### src/rtl/rasterizer_pkg.sv
// Shared types and constants for the rasterizer SDRAM arbiter.
package rasterizer_pkg;

    typedef enum logic [0:0] {
        S_IDLE  = 1'b0,
        S_GRANT = 1'b1
    } arb_state_t;

    // Wide enough to index up to four requesters.
    localparam int REQ_IDX_W               = 2;
    localparam int MAX_OUTSTANDING_DEFAULT = 16;

endpackage

### src/rtl/rasterizer_mem_arbiter_if.sv
// Requester-side slave ports plus the SDRAM master port, bundled for the arbiter.
interface rasterizer_mem_arbiter_if #(
    parameter int NUM_REQ = 3,
    parameter int ADDR_W  = 26
);
    logic [NUM_REQ-1:0][ADDR_W-1:0] req_address;
    logic [NUM_REQ-1:0]             req_read;
    logic [NUM_REQ-1:0]             req_write;
    logic [NUM_REQ-1:0][3:0]        req_byteenable;
    logic [NUM_REQ-1:0][31:0]       req_writedata;
    logic [NUM_REQ-1:0]             req_waitrequest;
    logic [NUM_REQ-1:0]             req_readdatavalid;
    logic [31:0]                    req_readdata;

    logic [ADDR_W-1:0]              master_address;
    logic                           master_read;
    logic                           master_write;
    logic [3:0]                     master_byteenable;
    logic [31:0]                    master_writedata;
    logic [31:0]                    master_readdata;
    logic                           master_readdatavalid;
    logic                           master_waitrequest;

    // Arbiter view.
    modport slave (
        input  req_address, req_read, req_write, req_byteenable, req_writedata,
        input  master_readdata, master_readdatavalid, master_waitrequest,
        output req_waitrequest, req_readdatavalid, req_readdata,
        output master_address, master_read, master_write, master_byteenable, master_writedata
    );

    // Environment view: requesters plus SDRAM controller.
    modport master (
        output req_address, req_read, req_write, req_byteenable, req_writedata,
        output master_readdata, master_readdatavalid, master_waitrequest,
        input  req_waitrequest, req_readdatavalid, req_readdata,
        input  master_address, master_read, master_write, master_byteenable, master_writedata
    );
endinterface

### src/rtl/arb_tag_fifo.sv
// In-order tag FIFO recording which requester issued each outstanding read.
module arb_tag_fifo #(
    parameter int WIDTH = 2,
    parameter int DEPTH = 16
) (
    input  logic                       clock,
    input  logic                       reset,
    input  logic                       push,
    input  logic                       pop,
    input  logic [WIDTH-1:0]           din,
    output logic [WIDTH-1:0]           dout,
    output logic                       full,
    output logic                       empty,
    output logic [$clog2(DEPTH):0]     count
);
    localparam int AW = $clog2(DEPTH);
    localparam int CW = AW + 1;

    logic [WIDTH-1:0] mem_r [DEPTH];
    logic [AW-1:0]    wr_ptr_r;
    logic [AW-1:0]    rd_ptr_r;
    logic [CW-1:0]    count_r;
    logic             do_push_s;
    logic             do_pop_s;

    // A pop frees its slot first, so a full FIFO still accepts a simultaneous push.
    assign do_pop_s  = pop & (count_r != {CW{1'b0}});
    assign do_push_s = push & ((count_r != CW'(DEPTH)) | do_pop_s);
    assign full      = (count_r == CW'(DEPTH));
    assign empty     = (count_r == {CW{1'b0}});
    assign count     = count_r;
    assign dout      = mem_r[rd_ptr_r];

    // Pointer and occupancy tracking.
    always_ff @(posedge clock or negedge reset) begin
        if (!reset) begin
            wr_ptr_r <= {AW{1'b0}};
            rd_ptr_r <= {AW{1'b0}};
            count_r  <= {CW{1'b0}};
        end else begin
            if (do_push_s) wr_ptr_r <= wr_ptr_r + AW'(1);
            if (do_pop_s)  rd_ptr_r <= rd_ptr_r + AW'(1);
            case ({do_push_s, do_pop_s})
                2'b10:   count_r <= count_r + CW'(1);
                2'b01:   count_r <= count_r - CW'(1);
                default: count_r <= count_r;
            endcase
        end
    end

    // Tag storage.
    always_ff @(posedge clock) begin
        if (do_push_s) mem_r[wr_ptr_r] <= din;
    end
endmodule

### src/rtl/rasterizer_mem_arbiter.sv
// Round-robin arbiter sharing one SDRAM Avalon-MM master among rasterizer requesters.
// Define RASTER_ARB_FIXED_PRIO_EN to give port 0 (writeback) absolute priority.
module rasterizer_mem_arbiter
    import rasterizer_pkg::*;
#(
    parameter int NUM_REQ         = 3,
    parameter int ADDR_W          = 26,
    parameter int MAX_OUTSTANDING = MAX_OUTSTANDING_DEFAULT
) (
    input  logic                             clock,
    input  logic                             reset,
    rasterizer_mem_arbiter_if.slave          bus,
    output logic [$clog2(MAX_OUTSTANDING):0] outstanding,
    output logic                             err_orphan
);
    localparam logic [NUM_REQ-1:0] ONE_HOT0 = {{(NUM_REQ-1){1'b0}}, 1'b1};

    arb_state_t             state_r, state_nxt_s;
    logic [REQ_IDX_W-1:0]   grant_r, grant_nxt_s;
    logic [REQ_IDX_W-1:0]   last_grant_r, last_grant_nxt_s;
    logic [REQ_IDX_W:0]     pick_s;
    logic [NUM_REQ-1:0]     elig_s;
    logic                   fifo_full_s, fifo_empty_s, full_eff_s;
    logic [REQ_IDX_W-1:0]   fifo_head_s;
    logic                   push_s, pop_s;
    logic                   owner_rd_s, owner_wr_s, owner_req_s, fwd_s, accept_s;
    logic [NUM_REQ-1:0]     rdv_r;
    logic [31:0]            rdata_r;
    logic                   err_r;

    // Returns {found, index}: first eligible port strictly after 'last' in ring order.
    function automatic logic [REQ_IDX_W:0] rr_pick(input logic [NUM_REQ-1:0] elig,
                                                   input logic [REQ_IDX_W-1:0] last);
        logic [REQ_IDX_W:0] res;
        int                 c;
        res = {(REQ_IDX_W+1){1'b0}};
        for (int k = NUM_REQ; k >= 1; k--) begin
            c = (int'(last) + k) % NUM_REQ;
            if (elig[c]) res = {1'b1, REQ_IDX_W'(c)};
        end
        return res;
    endfunction

    function automatic logic [REQ_IDX_W:0] arb_pick(input logic [NUM_REQ-1:0] elig,
                                                    input logic [REQ_IDX_W-1:0] last);
`ifdef RASTER_ARB_FIXED_PRIO_EN
        if (elig[0]) return {1'b1, {REQ_IDX_W{1'b0}}};
        else         return rr_pick(elig & ~ONE_HOT0, last);
`else
        return rr_pick(elig, last);
`endif
    endfunction

    arb_tag_fifo #(.WIDTH(REQ_IDX_W), .DEPTH(MAX_OUTSTANDING)) u_tag_fifo (
        .clock (clock),
        .reset (reset),
        .push  (push_s),
        .pop   (pop_s),
        .din   (grant_r),
        .dout  (fifo_head_s),
        .full  (fifo_full_s),
        .empty (fifo_empty_s),
        .count (outstanding)
    );

    // Eligibility and forwarding; a same-cycle return makes room for a read.
    always_comb begin
        pop_s      = bus.master_readdatavalid & ~fifo_empty_s;
        full_eff_s = fifo_full_s & ~pop_s;
        for (int i = 0; i < NUM_REQ; i++) begin
            elig_s[i] = (bus.req_read[i] | bus.req_write[i]) &
                        ~(bus.req_read[i] & ~bus.req_write[i] & full_eff_s);
        end
        owner_rd_s  = bus.req_read[grant_r];
        owner_wr_s  = bus.req_write[grant_r];
        owner_req_s = owner_rd_s | owner_wr_s;
        fwd_s       = (state_r == S_GRANT) & owner_req_s & ~(owner_rd_s & full_eff_s);
        accept_s    = fwd_s & ~bus.master_waitrequest;
        push_s      = accept_s & owner_rd_s;
    end

    // Next grant / state selection.
    always_comb begin
        state_nxt_s      = state_r;
        grant_nxt_s      = grant_r;
        last_grant_nxt_s = last_grant_r;
        pick_s           = {(REQ_IDX_W+1){1'b0}};
        case (state_r)
            S_IDLE: begin
                pick_s = arb_pick(elig_s, last_grant_r);
                if (pick_s[REQ_IDX_W]) begin
                    grant_nxt_s = pick_s[REQ_IDX_W-1:0];
                    state_nxt_s = S_GRANT;
                end else begin
                    state_nxt_s = S_IDLE;
                end
            end
            S_GRANT: begin
                if (accept_s) begin
                    last_grant_nxt_s = grant_r;
                    pick_s = arb_pick(elig_s & ~(ONE_HOT0 << grant_r), grant_r);
                    if (pick_s[REQ_IDX_W]) begin
                        grant_nxt_s = pick_s[REQ_IDX_W-1:0];
                        state_nxt_s = S_GRANT;
                    end else begin
                        state_nxt_s = S_IDLE;
                    end
                end else if (!owner_req_s) begin
                    state_nxt_s = S_IDLE;
                end else begin
                    state_nxt_s = S_GRANT;
                end
            end
            default: state_nxt_s = S_IDLE;
        endcase
    end

    // Command mux toward SDRAM and per-port stall.
    always_comb begin
        bus.master_address    = {ADDR_W{1'b0}};
        bus.master_byteenable = 4'h0;
        bus.master_writedata  = 32'h0;
        bus.master_read       = 1'b0;
        bus.master_write      = 1'b0;
        bus.req_waitrequest   = {NUM_REQ{1'b1}};
        if (state_r == S_GRANT) begin
            bus.master_address    = bus.req_address[grant_r];
            bus.master_byteenable = bus.req_byteenable[grant_r];
            bus.master_writedata  = bus.req_writedata[grant_r];
            bus.master_read       = fwd_s & owner_rd_s;
            bus.master_write      = fwd_s & ~owner_rd_s & owner_wr_s;
            bus.req_waitrequest[grant_r] = fwd_s ? bus.master_waitrequest : 1'b1;
        end else begin
            bus.master_read       = 1'b0;
        end
    end

    // Arbitration state registers.
    always_ff @(posedge clock or negedge reset) begin
        if (!reset) begin
            state_r      <= S_IDLE;
            grant_r      <= {REQ_IDX_W{1'b0}};
            last_grant_r <= REQ_IDX_W'(NUM_REQ - 1);
        end else begin
            state_r      <= state_nxt_s;
            grant_r      <= grant_nxt_s;
            last_grant_r <= last_grant_nxt_s;
        end
    end

    // Registered read return routing and sticky orphan flag.
    always_ff @(posedge clock or negedge reset) begin
        if (!reset) begin
            rdv_r   <= {NUM_REQ{1'b0}};
            rdata_r <= 32'h0;
            err_r   <= 1'b0;
        end else begin
            rdv_r <= {NUM_REQ{1'b0}};
            if (bus.master_readdatavalid) begin
                if (!fifo_empty_s) begin
                    rdv_r   <= ONE_HOT0 << fifo_head_s;
                    rdata_r <= bus.master_readdata;
                end else begin
                    err_r <= 1'b1;
                end
            end
        end
    end

    assign bus.req_readdatavalid = rdv_r;
    assign bus.req_readdata      = rdata_r;
    assign err_orphan            = err_r;
endmodule

### src/flat_wrapper.sv
// flat-port wrapper written by rule: the top's interface ports become plain ports
module rasterizer_mem_arbiter_flat import rasterizer_pkg::*;
#(
    parameter int NUM_REQ         = 3,
    parameter int ADDR_W          = 26,
    parameter int MAX_OUTSTANDING = MAX_OUTSTANDING_DEFAULT
)
  (clock, reset, outstanding, err_orphan, bus_req_address, bus_req_read, bus_req_write, bus_req_byteenable, bus_req_writedata, bus_master_readdata, bus_master_readdatavalid, bus_master_waitrequest, bus_req_waitrequest, bus_req_readdatavalid, bus_req_readdata, bus_master_address, bus_master_read, bus_master_write, bus_master_byteenable, bus_master_writedata);
  rasterizer_mem_arbiter_if #(.NUM_REQ(NUM_REQ), .ADDR_W(ADDR_W)) bus_i ();
  input  logic clock;
  input  logic reset;
  output logic [$clog2(MAX_OUTSTANDING):0] outstanding;
  output logic err_orphan;
  input wire logic [$bits(bus_i.req_address)-1:0] bus_req_address;
  input wire logic [$bits(bus_i.req_read)-1:0] bus_req_read;
  input wire logic [$bits(bus_i.req_write)-1:0] bus_req_write;
  input wire logic [$bits(bus_i.req_byteenable)-1:0] bus_req_byteenable;
  input wire logic [$bits(bus_i.req_writedata)-1:0] bus_req_writedata;
  input wire logic [$bits(bus_i.master_readdata)-1:0] bus_master_readdata;
  input wire logic [$bits(bus_i.master_readdatavalid)-1:0] bus_master_readdatavalid;
  input wire logic [$bits(bus_i.master_waitrequest)-1:0] bus_master_waitrequest;
  output wire logic [$bits(bus_i.req_waitrequest)-1:0] bus_req_waitrequest;
  output wire logic [$bits(bus_i.req_readdatavalid)-1:0] bus_req_readdatavalid;
  output wire logic [$bits(bus_i.req_readdata)-1:0] bus_req_readdata;
  output wire logic [$bits(bus_i.master_address)-1:0] bus_master_address;
  output wire logic [$bits(bus_i.master_read)-1:0] bus_master_read;
  output wire logic [$bits(bus_i.master_write)-1:0] bus_master_write;
  output wire logic [$bits(bus_i.master_byteenable)-1:0] bus_master_byteenable;
  output wire logic [$bits(bus_i.master_writedata)-1:0] bus_master_writedata;
  assign bus_i.req_address = bus_req_address;
  assign bus_i.req_read = bus_req_read;
  assign bus_i.req_write = bus_req_write;
  assign bus_i.req_byteenable = bus_req_byteenable;
  assign bus_i.req_writedata = bus_req_writedata;
  assign bus_i.master_readdata = bus_master_readdata;
  assign bus_i.master_readdatavalid = bus_master_readdatavalid;
  assign bus_i.master_waitrequest = bus_master_waitrequest;
  assign bus_req_waitrequest = bus_i.req_waitrequest;
  assign bus_req_readdatavalid = bus_i.req_readdatavalid;
  assign bus_req_readdata = bus_i.req_readdata;
  assign bus_master_address = bus_i.master_address;
  assign bus_master_read = bus_i.master_read;
  assign bus_master_write = bus_i.master_write;
  assign bus_master_byteenable = bus_i.master_byteenable;
  assign bus_master_writedata = bus_i.master_writedata;
  rasterizer_mem_arbiter #(.NUM_REQ(NUM_REQ), .ADDR_W(ADDR_W), .MAX_OUTSTANDING(MAX_OUTSTANDING)) u_core (.clock(clock), .reset(reset), .bus(bus_i), .outstanding(outstanding), .err_orphan(err_orphan));
endmodule
### config.mk
export PLATFORM = sky130hd
export DESIGN_NAME = rasterizer_mem_arbiter_flat
export DESIGN_NICKNAME = d
export VERILOG_FILES = /design/src/rtl/rasterizer_pkg.sv /design/src/rtl/rasterizer_mem_arbiter_if.sv /design/src/rtl/arb_tag_fifo.sv /design/src/rtl/rasterizer_mem_arbiter.sv /design/src/flat_wrapper.sv
export SDC_FILE = /design/constraint.sdc
export NUM_CORES = 1
export LEC_CHECK = 0
export BUFFER_PORTS_ARGS = -buffer_cell sky130_fd_sc_hd__clkbuf_2
export CORE_MARGIN = 2
export CORE_UTILIZATION = 28
export DETAILED_ROUTE_END_ITERATION = 8
export PLACE_DENSITY = 0.65
export SLEW_MARGIN = 20
export SYNTH_ARGS = -nofsm -noshare
export SYNTH_HDL_FRONTEND = slang
export SYNTH_HIERARCHICAL = 1
export SYNTH_SLANG_ARGS = --single-unit
### constraint.sdc
create_clock -name clock -period 5 [get_ports clock]
set_clock_uncertainty 0.05 [all_clocks]
set_input_delay 1 -clock clock [delete_from_list [all_inputs] [get_ports clock]]
set_output_delay 1 -clock clock [all_outputs]
set_load 0.1 [all_outputs]
# Yosys cells after proc, flatten, opt, wreduce, memory -nomap -nowiden
# Memories as Yosys holds them, arrays and structs flattened.
# Cells that the tools add are included.
# totals
ram_bits	32
output_inout_bits	108
in_bits	228
mem_count	1
rom_bits	0
latch_bits	0
ff_bits	54
# op_classes
mul	0
magnitude_cmp	8
div	6
eq_ne	7
n_shift	2
reduce_logical	8
muxes	60
bitwise	42
add_sub_neg	10
# memory_table
memory	depth	word_bits	rd	rd_ports_with_merged_regs	write_ports	line_no	text
u_core.u_tag_fifo.mem_r	16	2	1	0	1	arb_tag_fifo.sv:19	logic [WIDTH-1:0] mem_r [DEPTH];
# ops
operator	count
$lt 32x4->1 const B	6
$mod 32x3->32 const B	6
$bmux 32 s2	1
$mux 32	2
$bmux 26 s2	1
$mux 26	2
$mux 3	12
$mux 1	24
$and 1x1->1	21
$bmux 1 s2	8
$add 2x2->3 const B	4
$not 1->1	12
$pmux 5 s2	1
$add 4x1->4 const B	2
$bmux 4 s2	1
$mux 4	2
$add 2x1->3 const B	2
$mux 2	3
$ne 2x2->1 const B	3
$not 3->3	2
$reduce_and 2->1	3
$shl 1x2->3 const A	2
$add 5x1->5 const B	1
$eq 5x5->1 const B	1
other kinds (17)	21

# Logic depth before layout (Yosys ltp)
# depth
depth_word	20
depth_mapped	18

# Hierarchy
# Netlist, hierarchy kept.
# modules_own_cells
module	area_per_inst_um2	instances	cells_per_inst
rasterizer_mem_arbiter	3817.4	1	531
arb_tag_fifo	2130.8	1	150

# Worst setup path after synthesis
# No wires, ideal clock.
# synth_timing
path_kind	reg2reg
from	reg u_core.u_tag_fifo.count_r[0], in the netlist u_core/u_tag_fifo/count[0]
to	reg u_core.u_tag_fifo.count_r[4], in the netlist u_core/u_tag_fifo/count[4]
t_arrival_ns	4.114
path_stages_with_launch	17
required_ns	4.791
path_slack_ns	0.677
synth_period_minus_slack_ns	4.323
cell_sequence	dfrtp_1 > nor4_2 > and2b_1 > nand2b_1 > buf_6 > clkbuf_1 > a311oi_2 > and2_1 > o21a_4 > inv_2 > ha_1 > ha_1 > nor2b_1 > o21ai_0 > a21oi_1 > or3b_1 > xnor2_1
# synth_between
elab_chain_len	13
elab_cells_between_ends	22
classes_between	add/sub: 2; eq/ne: 4; mux: 1; bitwise: 12; reduce/logical: 3
# synth_rtl
item	line_no	text
from (decl)	arb_tag_fifo.sv:22	logic [CW-1:0] count_r;
from (signal assigned)	arb_tag_fifo.sv:39	count_r <= {CW{1'b0}};
from (signal assigned)	arb_tag_fifo.sv:44	2'b10: count_r <= count_r + CW'(1);
from (signal assigned)	arb_tag_fifo.sv:45	2'b01: count_r <= count_r - CW'(1);
$logic_not 5->1 (*)	arb_tag_fifo.sv:30	assign empty = (count_r == {CW{1'b0}});
via u_core.fifo_empty_s	rasterizer_mem_arbiter.sv:23	logic fifo_full_s, fifo_empty_s, full_eff_s;
$not 1->1 (*)	rasterizer_mem_arbiter.sv:68	pop_s = bus.master_readdatavalid & ~fifo_empty_s;
$and 1x1->1 (*)	rasterizer_mem_arbiter.sv:68	
$not 1->1 (*)	rasterizer_mem_arbiter.sv:69	full_eff_s = fifo_full_s & ~pop_s;
$and 1x1->1 (*)	rasterizer_mem_arbiter.sv:69	
$and 1x1->1 (*)	rasterizer_mem_arbiter.sv:77	fwd_s = (state_r == S_GRANT) & owner_req_s & ~(owner_rd_s & full_eff_s);
$not 1->1 (*)	rasterizer_mem_arbiter.sv:77	
$and 1x1->1 (*)	rasterizer_mem_arbiter.sv:77	
$and 1x1->1 (*)	rasterizer_mem_arbiter.sv:78	accept_s = fwd_s & ~bus.master_waitrequest;
$and 1x1->1 (*)	rasterizer_mem_arbiter.sv:79	push_s = accept_s & owner_rd_s;
via u_core.push_s	rasterizer_mem_arbiter.sv:25	logic push_s, pop_s;
$and 1x1->1 (*)	arb_tag_fifo.sv:28	assign do_push_s = push & ((count_r != CW'(DEPTH)) | do_pop_s);
$eq 2x1->1 or $eq 2x2->1 (tied branches)	arb_tag_fifo.sv:43	case ({do_push_s, do_pop_s})
$pmux 5 s2 or $reduce_bool 2->1 (tied branches)	-	
# Mark *: on every way through the listed nets, which the timed path passes. The rest lies on a longest branch.
# A chain may end at the register's enable or synchronous reset.

# Worst setup path after layout
# layout_timing
from	reg u_core.grant_r[0]
to	reg u_core.u_tag_fifo.count_r[4], in the netlist u_core/u_tag_fifo/count[4]
# layout_between
elab_chain_len	10
elab_cells_between_ends	16
classes_between	eq/ne: 2; mux: 5; bitwise: 8; reduce/logical: 1
# layout_rtl
item	line_no	text
from (decl)	rasterizer_mem_arbiter.sv:19	logic [REQ_IDX_W-1:0] grant_r, grant_nxt_s;
from (signal assigned)	rasterizer_mem_arbiter.sv:142	grant_r <= {REQ_IDX_W{1'b0}};
from (signal assigned)	rasterizer_mem_arbiter.sv:146	grant_r <= grant_nxt_s;
$bmux 1 s2, on equally long branches	rasterizer_mem_arbiter.sv:74, rasterizer_mem_arbiter.sv:75	
$mux 1, on equally long branches	rasterizer_mem_arbiter.sv:74, rasterizer_mem_arbiter.sv:75	
$or 1x1->1 or $and 1x1->1 (tied branches)	rasterizer_mem_arbiter.sv:76, rasterizer_mem_arbiter.sv:77	
$and 1x1->1 or $not 1->1 (tied branches)	rasterizer_mem_arbiter.sv:77	
$and 1x1->1	rasterizer_mem_arbiter.sv:77	
$and 1x1->1	rasterizer_mem_arbiter.sv:78	
$and 1x1->1 (*)	rasterizer_mem_arbiter.sv:79	
via u_core.push_s	rasterizer_mem_arbiter.sv:25	
$and 1x1->1 (*)	arb_tag_fifo.sv:28	
$eq 2x1->1 or $eq 2x2->1 (tied branches)	arb_tag_fifo.sv:43	
$pmux 5 s2 or $reduce_bool 2->1 (tied branches)	-	
to (signal assigned)	arb_tag_fifo.sv:44	
to (signal assigned)	arb_tag_fifo.sv:45	
to (signal assigned)	arb_tag_fifo.sv:46	default: count_r <= count_r;
# Mark *: on every way through the listed nets, which the timed path passes. The rest lies on a longest branch. The select of a mux whose other input is x is not followed.

==> flow_metrics.env <==
export IMPL_critPathKind="reg2reg"
export IMPL_synth_top_area_cell="dfrtp_1"
export IMPL_crit_top_cell="ha_1"
export IMPL_post_drt_wl_per_cell_um=14.84
export IMPL_vias_per_cell=4.646
export IMPL_dp_cells=1255
export IMPL_final_nets=1237
export IMPL_synth_edff_count=32
export IMPL_maxCapViolCount=0
export IMPL_clk_insertion_delay_late_ns=0.34
export IMPL_regArea_um2=2320
export IMPL_layout_min_cycle_time_ns=4.040
export IMPL_io_buffers=335
export IMPL_stdcell_count=1271
export IMPL_drv_slew=0
export IMPL_multiInputGateArea_um2=3390
export IMPL_drive_above_1_share_pct=39.06
export IMPL_yosysWarnings=6
export IMPL_synth_ff_type="dfrtp_1"
export IMPL_syn2layout_area_growth_pct=36.66
export IMPL_synth_common_cells="nand2_1 (178), o21ai_0 (81), and2_1 (79), mux2i_1 (69), dfrtp_1 (53)"
export IMPL_crit_fanout=43
export IMPL_tritoncts="done"
export IMPL_netlist_area_leader_share_pct=22.30
export IMPL_worst_setup_path_end_kind="flip-flop"
export IMPL_drtIter0Drc=257
export IMPL_grt_max_degree=83
export IMPL_cts_buffers=9
export IMPL_cts_resized=0
export IMPL_io_pins=336
export IMPL_fmax_mhz=247.5
export IMPL_synth_top_family_by_area="simple AND/OR/NAND/NOR gates"
export IMPL_cp_arrival_ns=4.21
export IMPL_status="finished clean"
export IMPL_hp_class="reg2reg"
export IMPL_synthAdderAreaFrac_pct=3.912
export IMPL_synth_area_leaders="dfrtp_1 (22%), edfxtp_1 (16%), mux2i_1 (12%), nand2_1 (11%), and2_1 (8.3%)"
export IMPL_firstDrtPassIters=4
export IMPL_antenna_found_initial=0
export IMPL_final_hold_viol_count=0
export IMPL_grtUsageTotal_pct=16.22
export IMPL_finalSetupViolations=0
export IMPL_period_share_pct=80.80
export IMPL_diodes=0
export IMPL_core_um2=20960
export IMPL_grt_pass1_wl_mm=28.92
export IMPL_routed_wl_mm=18.86
export IMPL_synth_area_um2=5948
export IMPL_ys_async_sr_fraction_pct=62.79
export IMPL_die_w_um=149.8
export IMPL_synth_most_common_cell="nand2_1"
export IMPL_synth_mux_area_share_pct=15.08
export IMPL_ctsLongestPathBuffers=2
export IMPL_crit_path_start_kind="flip-flop"
export IMPL_rrSetupSlack_ns=0.96
export IMPL_num_rows=53
export IMPL_grt_pass1_vias=5742
export IMPL_cp_slowest_cell="dfrtp_4"
export IMPL_fillers=2175
export IMPL_clkTransAtPathRegs_ns=0.07
export IMPL_synth_xor_area_share_pct=1.472
export IMPL_h_tree_depth=3
export IMPL_slew_headroom_pct=48.23
export IMPL_rsz0062_at_grt="no"
export IMPL_postRouteAntennaNets=0
export IMPL_cts_sinks=86
export IMPL_grt_overflow_total=0
export IMPL_ys_ff_latch=86
export IMPL_synthSimpleGateAreaFrac_pct=25.16
export IMPL_synth_compound_area_share_pct=11.23
export IMPL_netlist_instances=681
export IMPL_worstPathCellList="mux2i_1, o21ai_2, o21ai_1, a311oi_2, buf_4, and2_1, o21a_4, inv_2, ha_1, ha_1, nor2b_1, o21ai_0, a21oi_1, or3b_1, xnor2_1"
export IMPL_max_stage_delay_ns=0.82
export IMPL_post_cts_buffers=0
export IMPL_gp_congestion=0.8655
export IMPL_setup_tns_final_ns=0
export IMPL_cts_hold_buf=0
export IMPL_dp_hpwl_mm=14.30
export IMPL_die_area_um2=22430
export IMPL_initial_utilization_pct=28.39
export IMPL_ys_seq_area_share_pct=38.89
export IMPL_postSynthAreaPerCell_um2=8.735
export IMPL_required_ns=5.17
export IMPL_synth_cell_type_count=58
export IMPL_worst_slew_pin_slew_ns=0.7766
export IMPL_syn_num_nets=927
export IMPL_cts_root_buf="clkbuf_16"
export IMPL_die_h_um=149.8
export IMPL_drcViolationCount=0
export IMPL_via_count=5905
-- state kept, by name, indices dropped and copies added, names as in the netlist --
signal / count
u_core/last_grant_r: 2
u_core/bus.req_readdata: 32
u_core/u_tag_fifo/rd_ptr_r: 4
u_core/u_tag_fifo/count: 5
u_core/grant_r: 2
u_core/bus.req_readdatavalid: 3
u_core/err_orphan: 1
u_core/u_tag_fifo/mem_r: 32
u_core/state_r: 1
u_core/u_tag_fifo/wr_ptr_r: 4
-- final cells by class --
type	instances	area share [%]
clock inverters	7	0.6618
flip-flops and latches	86	28.54
multi-input cells	535	41.70
clock buffers	9	2.771
repair buffers	343	21.36
inverters	16	0.7388
well taps	275	4.233
-- per-layer routing --
metal / routed length [um] / share of wire [%] / vias to the layer above / track usage, %
met4: 259 / 1.4 / 0 / 4.858
met5: 0 / 0 / - / 0
met2: 9203 / 49 / 220 / 27.75
met1: 8148 / 43 / 2739 / 20.58
li1: - / - / 2926 / -
met3: 1249 / 6.6 / 20 / 3.415
-- worst max-delay path: cells and delay by family (launching register included) --
family,cells,cell delay [ns]
compound gates,6,1.19
xor+xnor,1,0.13
fa+ha+maj,2,0.58
buf+inv,2,0.29
flops,1,0.82
mux,1,0.18
simple gates,3,0.69
-- cell usage in the layout (no fill, tap or decap), types with 6 or more instances in the layout --
master and instances:
clkbuf_2 335, nand2_1 178, o21ai_0 81, and2_1 79, mux2i_1 69, dfrtp_1 50
edfxtp_1 32, ha_1 17, inv_1 15, nor2_1 11, clkbuf_16 9, nor2b_1 9
buf_4 8, a21oi_1 7, mux2_2 7, xnor2_1 7, nand2b_1 6
-- cells by family (layout without fill, tap and decap cells) --
family / after synthesis / in the layout
AOI/OAI and AO/OA: 114 / 114
adders and majority gates: 18 / 18
buffers and inverters: 60 / 375
DFF: 86 / 86
xor gates and xnor gates: 10 / 10
muxes: 82 / 82
and+or+nand+nor: 311 / 311
-- metrics by stage --
| stage | instance area, um2 | hold WS [ns] | setup WS [ns] | utilization, % |
|---|---|---|---|---|
| 3_3_place_gp | 7850 | 0.4077 | 0.9144 | 37.46 |
| 3_5_place_dp | 7850 | 0.4115 | 0.8283 | 37.46 |
| 2_1_floorplan | 5948 | 0.4449 | 0.6773 | - |
| 5_1_grt | 8129 | 0.4374 | 0.7208 | 38.79 |
| 6_report | 8129 | 0.4248 | 0.9598 | 38.79 |
| 4_1_cts | 8129 | 0.4287 | 0.9044 | 38.79 |
-- worst paths after layout --
check / from / end / cells past startpoint
max: u_core/grant_r[0]$_DFFE_PN0P_ / u_core/u_tag_fifo/count[4]$_DFFE_PN0P_ / 15
min: u_core/bus.req_readdata[28]$_DFFE_PN0P_ / u_core/bus.req_readdata[28]$_DFFE_PN0P_ / 2
max reg2reg: u_core/grant_r[0]$_DFFE_PN0P_ / u_core/u_tag_fifo/count[4]$_DFFE_PN0P_ / 15
min reg2reg: u_core/bus.req_readdata[28]$_DFFE_PN0P_ / u_core/bus.req_readdata[28]$_DFFE_PN0P_ / 2
max in group asynchronous: reset / u_core/u_tag_fifo/rd_ptr_r[0]$_DFFE_PN0P_ / 2
min in group asynchronous: reset / u_core/u_tag_fifo/wr_ptr_r[0]$_DFFE_PN0P_ / 1
Power is not shown: default switching activity piles up to over one toggle a cycle in this logic, so the estimate is an artifact.
